**src/rtl/autoenc_pkg.sv**
```systemverilog
// Shared definitions for the instruction sequencer: opcodes, state encoding and instruction field positions.
package autoenc_pkg;

    localparam logic [3:0] OP_NOP  = 4'h0;
    localparam logic [3:0] OP_EXEC = 4'h1;
    localparam logic [3:0] OP_JMP  = 4'h2;
    localparam logic [3:0] OP_LOOP = 4'h3;
    localparam logic [3:0] OP_DJNZ = 4'h4;
    localparam logic [3:0] OP_HALT = 4'hF;

    typedef logic [2:0] state_t;
    localparam state_t ST_IDLE   = 3'd0;
    localparam state_t ST_FETCH  = 3'd1;
    localparam state_t ST_DECODE = 3'd2;
    localparam state_t ST_ISSUE  = 3'd3;
    localparam state_t ST_DONE   = 3'd4;

    localparam int OPC_MSB  = 15;
    localparam int OPC_LSB  = 12;
    localparam int OPND_MSB = 11;
    localparam int OPND_LSB = 0;
    localparam int CODE_MSB = 11;
    localparam int CODE_LSB = 8;
    localparam int ARG_MSB  = 7;
    localparam int ARG_LSB  = 0;

endpackage

```
**src/rtl/instr_sequencer.sv**
```systemverilog
// Program sequencer: fetches from a registered instruction memory, runs NOP/JMP/LOOP/DJNZ/HALT locally (2 cycles each)
// and issues EXEC micro-ops over valid/ready, holding op_valid/op_code/op_arg stable until op_ready.
module instr_sequencer
    import autoenc_pkg::*;
#(
    parameter int DATA_WIDTH = 16,
    parameter int DEPTH      = 512,
    parameter int PC_WIDTH   = 9
) (
    input  logic                  clk,
    input  logic                  rst_n,
    input  logic                  start,
    input  logic                  abort,
    output logic [15:0]           counter,
    input  logic [DATA_WIDTH-1:0] instructCode,
    output logic                  op_valid,
    input  logic                  op_ready,
    output logic [3:0]            op_code,
    output logic [7:0]            op_arg,
    output logic                  busy,
    output logic                  done,
    output logic                  illegal
);

    state_t                r_state;
    state_t                w_state_nxt;
    logic [PC_WIDTH-1:0]   r_pc;
    logic [11:0]           r_loop_cnt;
    logic                  r_illegal;
    logic [3:0]            r_op_code;
    logic [7:0]            r_op_arg;

    logic [3:0]            w_opcode;
    logic [11:0]           w_operand;
    logic [PC_WIDTH-1:0]   w_target;
    logic [PC_WIDTH-1:0]   w_pc_inc;

    assign w_opcode  = instructCode[OPC_MSB:OPC_LSB];
    assign w_operand = instructCode[OPND_MSB:OPND_LSB];
    assign w_target  = w_operand[PC_WIDTH-1:0];

    // Sequential pc wraps at DEPTH even when DEPTH is not a power of two.
    always_comb begin
        w_pc_inc = r_pc + PC_WIDTH'(1);
        if (int'(w_pc_inc) >= DEPTH) begin
            w_pc_inc = '0;
        end
    end

    always_ff @(posedge clk or negedge rst_n) begin
        if (!rst_n) begin
            r_state <= ST_IDLE;
        end else begin
            r_state <= w_state_nxt;
        end
    end

    always_comb begin
        w_state_nxt = r_state;
        if (abort) begin
            w_state_nxt = ST_IDLE;
        end else begin
            case (r_state)
                ST_IDLE, ST_DONE: if (start) w_state_nxt = ST_FETCH;
                ST_FETCH:         w_state_nxt = ST_DECODE;
                ST_DECODE: begin
                    case (w_opcode)
                        OP_EXEC: w_state_nxt = ST_ISSUE;
                        OP_HALT: w_state_nxt = ST_DONE;
                        default: w_state_nxt = ST_FETCH;
                    endcase
                end
                ST_ISSUE:         if (op_ready) w_state_nxt = ST_FETCH;
                default:          w_state_nxt = ST_IDLE;
            endcase
        end
    end

    always_comb begin
        busy     = (r_state == ST_FETCH) || (r_state == ST_DECODE) || (r_state == ST_ISSUE);
        done     = (r_state == ST_DONE);
        op_valid = (r_state == ST_ISSUE);
        op_code  = r_op_code;
        op_arg   = r_op_arg;
        illegal  = r_illegal;
        counter  = {{(16-PC_WIDTH){1'b0}}, r_pc};
    end

    // Abort clears pc only; loop count and the illegal flag survive for post-mortem.
    always_ff @(posedge clk or negedge rst_n) begin
        if (!rst_n) begin
            r_pc       <= '0;
            r_loop_cnt <= '0;
            r_illegal  <= 1'b0;
            r_op_code  <= '0;
            r_op_arg   <= '0;
        end else if (abort) begin
            r_pc <= '0;
        end else begin
            case (r_state)
                ST_IDLE, ST_DONE: begin
                    if (start) begin
                        r_pc       <= '0;
                        r_loop_cnt <= '0;
                        r_illegal  <= 1'b0;
                    end
                end
                ST_DECODE: begin
                    case (w_opcode)
                        OP_NOP:  r_pc <= w_pc_inc;
                        OP_EXEC: begin
                            r_op_code <= instructCode[CODE_MSB:CODE_LSB];
                            r_op_arg  <= instructCode[ARG_MSB:ARG_LSB];
                        end
                        OP_JMP:  r_pc <= w_target;
                        OP_LOOP: begin
                            r_loop_cnt <= w_operand;
                            r_pc       <= w_pc_inc;
                        end
                        OP_DJNZ: begin
                            if (r_loop_cnt > 12'd1) begin
                                r_loop_cnt <= r_loop_cnt - 12'd1;
                                r_pc       <= w_target;
                            end else begin
                                r_loop_cnt <= '0;
                                r_pc       <= w_pc_inc;
                            end
                        end
                        OP_HALT: r_pc <= r_pc;
                        default: begin
                            r_illegal <= 1'b1;
                            r_pc      <= w_pc_inc;
                        end
                    endcase
                end
                ST_ISSUE: if (op_ready) r_pc <= w_pc_inc;
                default: ;
            endcase
        end
    end

endmodule

```
**config.mk**
```make
export PLATFORM = sky130hd
export DESIGN_NAME = instr_sequencer
export DESIGN_NICKNAME = d
export VERILOG_FILES = /design/src/rtl/autoenc_pkg.sv /design/src/rtl/instr_sequencer.sv
export SDC_FILE = /design/constraint.sdc
export NUM_CORES = 1
export LEC_CHECK = 0
export CORE_ASPECT_RATIO = 0.5
export CORE_UTILIZATION = 45
export DETAILED_ROUTE_END_ITERATION = 10
export HOLD_SLACK_MARGIN = 0.08
export PLACE_DENSITY = 0.78
export REMOVE_ABC_BUFFERS = 1
export SKIP_LAST_GASP = 1
export SLEW_MARGIN = 20
export SYNTH_ARGS = -nofsm -noshare
export SYNTH_HDL_FRONTEND = slang
export SYNTH_SLANG_ARGS = --single-unit
```
**constraint.sdc**
```tcl
create_clock -name clk -period 2.09 [get_ports clk]
set_input_delay 0.418 -clock clk [delete_from_list [all_inputs] [get_ports clk]]
set_output_delay 0.418 -clock clk [all_outputs]
set_load 0.01 [all_outputs]
```
# == After elaboration in Yosys (flattened, before gate mapping) ==
# Index checks and enable logic that the tools add are counted.
# totals
ff_bits,37
latchBits,0
ram_bits,0
romBits,0
output_inout_bits,32
n_memories,0
# op_classes
addsub,2
mul,0
n_div,0
n_lt_le_gt_ge,1
n_eq_ne,15
shift,0
muxes,18
n_bitwise,1
reduce_logical,14
# op_table
op,n
case mux 9 bit (3 select lines),2
case mux 12 bit (2 select lines),2
two-way mux 9 bit,4
two-way mux 12 bit,2
> comparator 12 x 1 -> 1 bit (second input constant),1
case mux 3 bit (4 select lines),1
AND reduction 4 bit,3
subtractor 12 x 1 -> 12 bit (second input constant),1
adder 9 x 1 -> 9 bit (second input constant),1
two-way mux 3 bit,3
equality test 4 x 2 -> 1 bit (second input constant),2
equality test 3 x 2 -> 1 bit (second input constant),2
inequality test 3 bit (second input constant),2
case mux 3 bit (2 select lines),1
OR reduction 6 bit,1
equality test 4 x 1 -> 1 bit (second input constant),1
equality test 4 x 3 -> 1 bit (second input constant),1
equality test 4 bit (second input constant),1
zero test 4 bit,1
inequality test 2 bit (second input constant),2
nonzero test 4 bit,1
OR reduction 2 bit,2
equality test 3 x 1 -> 1 bit (second input constant),1
equality test 3 bit (second input constant),1
10 further kinds,12

# == Depth between registers and ports, before layout ==
# depth
ltp_word,5
depth_mapped,8
depth_no_buf,7

# == Least setup slack after synthesis ==
# Ideal clock, no wire load.
# synth_timing
path_kind,register to register
from,register r_state[2]
to,register r_pc[3]
setup_ns,0.076
arrival_time_ns,2.080
required_time_ns,2.014
setup_slack_ns,-0.067
stages_incl_launch_ff,7
period_less_slack_ns,2.157
path_cell_list,dfrtp_1 -> or4b_4 -> or4_4 -> a22oi_4 -> buf_6 -> a21oi_1 -> o21ai_1
# synth_via
elab_chain_len,4
elab_cells_between_ends,12
cone_classes,eq/ne (6); mux (2); reduce/logical (4)
# synth_lines
element,line_no,rtl
"start, declared",instr_sequencer.sv:25,state_t r_state;
"start signal, assigned",instr_sequencer.sv:54,r_state <= w_state_nxt;
equality test 3 bit / zero test 3 bit (equally long branches),instr_sequencer.sv:100,case (r_state)
OR reduction 2 bit,instr_sequencer.sv:100,
"inequality test 3 bit (no source line), or another cell as far along",n/a,
AND reduction 4 bit (no source line) / two-way mux 9 bit (equally long branches),n/a,
"end signal, assigned",instr_sequencer.sv:110,OP_NOP: r_pc <= w_pc_inc;
"end signal, assigned",instr_sequencer.sv:115,OP_JMP: r_pc <= w_target;
"end signal, assigned",instr_sequencer.sv:118,r_pc <= w_pc_inc;
"end, declared",instr_sequencer.sv:27,logic [PC_WIDTH-1:0] r_pc;
# Several ways; a longest one is shown, not always the timed one.
# A chain may end at the register's enable or synchronous reset.

# == Worst setup path after layout ==
# layout_timing
from,register r_state[0]
to,register r_pc[6]
# Same word-level chain as after synthesis.

==> summary.md <==
| Metric | Value |
|---|---|
| Final setup vio count | 8 |
| Fin crit period | roughly 2.2 ns |
| Post-synth top flop | dfrtp_1 |
| First-pass GRT wire length | 9.397 mm |
| Final Hold Fails | 0 |
| Number of hold buffers added after CTS | 0 |
| Layout cells sized above 1 | 0.2638 |
| I/O pins | 53 |
| Sw Pwr | ~0.00045 W |
| GPL Wtd Cong | ~0.83 |
| Worst-path clk slew | 0.08 ns |
| Die width | 100 um |
| Gr ovfl total | 0 |
| Die area | roughly 5100 sq um |
| Max Buffers Root-to-Sink | 2 |
| Seq cells post-synth | 37 |
| Hold crit path type | flip-flop to flip-flop |
| Placed inst area | 2840 sq um |
| Synth warn | 0 |
| CP Data Arrival Time | around 2.4 ns |
| Total GRT Usage | 0.2425 |
| Synth top area share | 0.4285 |
| Post-synthesis instance total | 232 |
| Top-count cell post-synth | dfrtp_1 |
| # nets final | 330 |
| Setup TNS | -0.3042 ns |
| Fin crit share | 1.030 |
| Status | finished, violations left |
| Area grow syn2layout | 44.24% |
| CP endpoint kind | flip-flop |
| Die Y-Extent | 51 um |
| LEAKAGE | 1.462 nW |
| Starting Density | 0.4792 |
| Total of max-cap violations | 0 |
| Failing checks | setup timing |
| Setup ws final | -0.06286 ns |
| Post-synth top cells | dfrtp_1, nor2_1, a21oi_1, nand2_1, mux2_2 |
| Inserted Diodes | 0 |
| Hpwl dp | 4.039 mm |
| Sw Share | 0.2560 |
| Placed Instances | 361 |
| Hold_ws | about 0.51 ns |
| Power Dens Cells | 561.3 nW/um^2 |
| DRC viols | 0 |
| Critical Path Start Type | flip-flop |
| Reg power frac | 0.435 |
| Critical Path RT | 2.32 ns |
| Clk_skew | ~0.0055 ns |
| Clock power frac | 0.372 |
| CTS sink cnt | 37 |
| Layout filler cell count | 333 |
| Mean Syn Cell Area | ~9.3 sq um |
| CP peak stage delay | 0.55 ns |
| Peak VDD IR | just under 0.3 mV |
| Initial antenna violation count | 0 |
| Vias per Instance | 5.641 |
| Critical-path maximum fanout | 6 |
| Worst skew pair latency | about 0.30 ns |
| Top cells by area, synth | dfrtp_1, mux2_2, a21oi_1 |
| CP max stage cell | or4_4 |
| Antenna Violating Nets Remaining | 0 |
| RSZ-0062 raised after global routing | yes |
| Fmax | 464.5 MHz |
| Total wire length | 5.794 mm |
| Pin count of the biggest net entering global routing | 38 |
| TritonCTS clock tree | built |
| Post-route cell area | 3117 sq um |
| Initial DRT Pass Iterations | 4 |
| Combinational fraction of design power | 0.193 |
| Netlist cell types | 49 |
| Sequential area share after synthesis | 0.4285 |
| Slew Viols, Final | 0 |
| WL per Instance | 15.53 um |
| # H-tree levels | 2 |
| Netlist Area Pre-Place | 2161 sq um |
| Ys async rst share | 1.000 |
| Port Buffers | 45 |
| Num CTS Buffers | 5 |
| Core area | about 4500 sq um |
| Post-Layout Cell Count | between 300 and 400 |
| Crit path kind | flip-flop to flip-flop |
| Total Power | 0.001750 W |
| P_int | about 0.0013 W |
| CTS root buffer | clkbuf_8 |
| Num rows | 17 |
| Yosys top cell by area | dfrtp_1 |
| Initial DRC count | 132 |
| Worst path cell trace | or4b_4 -> or4_4 -> a22oi_4 -> buf_6 -> a32oi_1 -> o21ai_1 |
| Vias in the first global route | 2018 |
| Via count | 2104 |
| Post-synth EDFFs | 0 |
stage by stage:
stage	worst slack, ns	utilization
4_1_cts	-0.04974	0.6718
3_5_place_dp	-0.5894	0.6299
2_1_floorplan	-0.2192	-
3_3_place_gp	-0.5536	0.6299
6_report	-0.06286	0.6912
5_1_grt	-0.1241	0.6912
final timing paths:
| path | startpoint | endpoint | slack, ns | cells past startpoint |
|---|---|---|---|---|
| hold reg to reg | op_code[2] | op_code[2] | 0.51 | 1 |
| hold / removal | op_code[2] | op_code[2] | 0.51 | 1 |
| setup reg to reg | r_state[0] | r_pc[6] | -0.06 | 6 |
| min in group asynchronous | rst_n | op_arg[1] | 0.54 | 2 |
| max in group asynchronous | rst_n | op_arg[4] | 1.21 | 2 |
| setup / recovery | r_state[0] | r_pc[6] | -0.06 | 6 |
what timing repair did:
item,in CTS,in global routing
gates cloned,1,0
pin swaps,8,7
gates resized for setup,18,17
setup endpoints to repair,21,21
setup buffers,1,2
flip-flops by register name, summed over array words and instances (netlist names):
signal	cells
op_code	4
r_pc	9
op_arg	8
r_state	3
illegal	1
r_loop_cnt	12
cell type report:
cell class / count / area (sq um) / share of cell area
repair buffers: 78 / 708.2 / 0.2272
multi-input cells: 174 / 1246 / 0.3998
flip-flops and latches: 37 / 925.9 / 0.2971
well taps: 66 / 82.58 / 0.02650
clock inverters: 1 / 30.03 / 0.009635
inverters: 10 / 37.54 / 0.01204
clock buffers: 7 / 86.33 / 0.02770
cell families (layout without fill, tap and decap cells):
kind of cell,count (synthesis),count (layout),synth area share
other,1,7,0.001735
xor gates and xnor gates,2,2,0.008108
and+or+nand+nor,86,86,0.2200
DFF,37,37,0.4285
adders and majority gates,3,3,0.01737
muxes,12,12,0.06254
AOI/OAI and AO/OA,63,64,0.1975
buffers and inverters,28,96,0.06428
per-layer routing:
layer	GRT usage	share of wire	routed length, um	vias to the layer above
met1	0.3243	0.46	2679	1051
met3	0.05062	0.040	231	7
met5	0	0	0	-
li1	-	-	-	997
met2	0.3920	0.49	2823	49
met4	0.09420	0.010	59	0
cell usage in the layout, fill, tap and decap left out, types with 5 or more instances in the layout:
master,instances
nor2_1,15
a22oi_1,7
dlygate4sd2_1,5
mux2_2,12
clkbuf_8,6
clkdlybuf4s50_1,38
conb_1,7
buf_4,30
nor3_1,7
o21ai_0,6
dfrtp_1,37
inv_1,10
o21ai_1,7
a21oi_1,13
nand2_1,16
critical path: cells and delay by family, from the launching register on:
family	cells	cell delay [ns]
AND/OR/NAND/NOR	2	1.09
AO/OA/AOI/OAI	3	0.44
flip-flops	1	0.39
buffers and inverters	1	0.16
power by group through the flow:
| stage | combinational [W] | clock, W | sequential, W |
|---|---|---|---|
| 2_1_floorplan | 0.000114 | 0 | 0.000785 |
| 3_3_place_gp | 0.000298 | 0 | 0.000771 |
| 3_5_place_dp | 0.000305 | 0 | 0.000773 |
| 4_1_cts | 0.000316 | 0.000664 | 0.000759 |
| 5_1_grt | 0.000364 | 0.000693 | 0.000764 |
| 6_report | 0.000337 | 0.000652 | 0.000761 |
(Power assumes the default switching activity.)
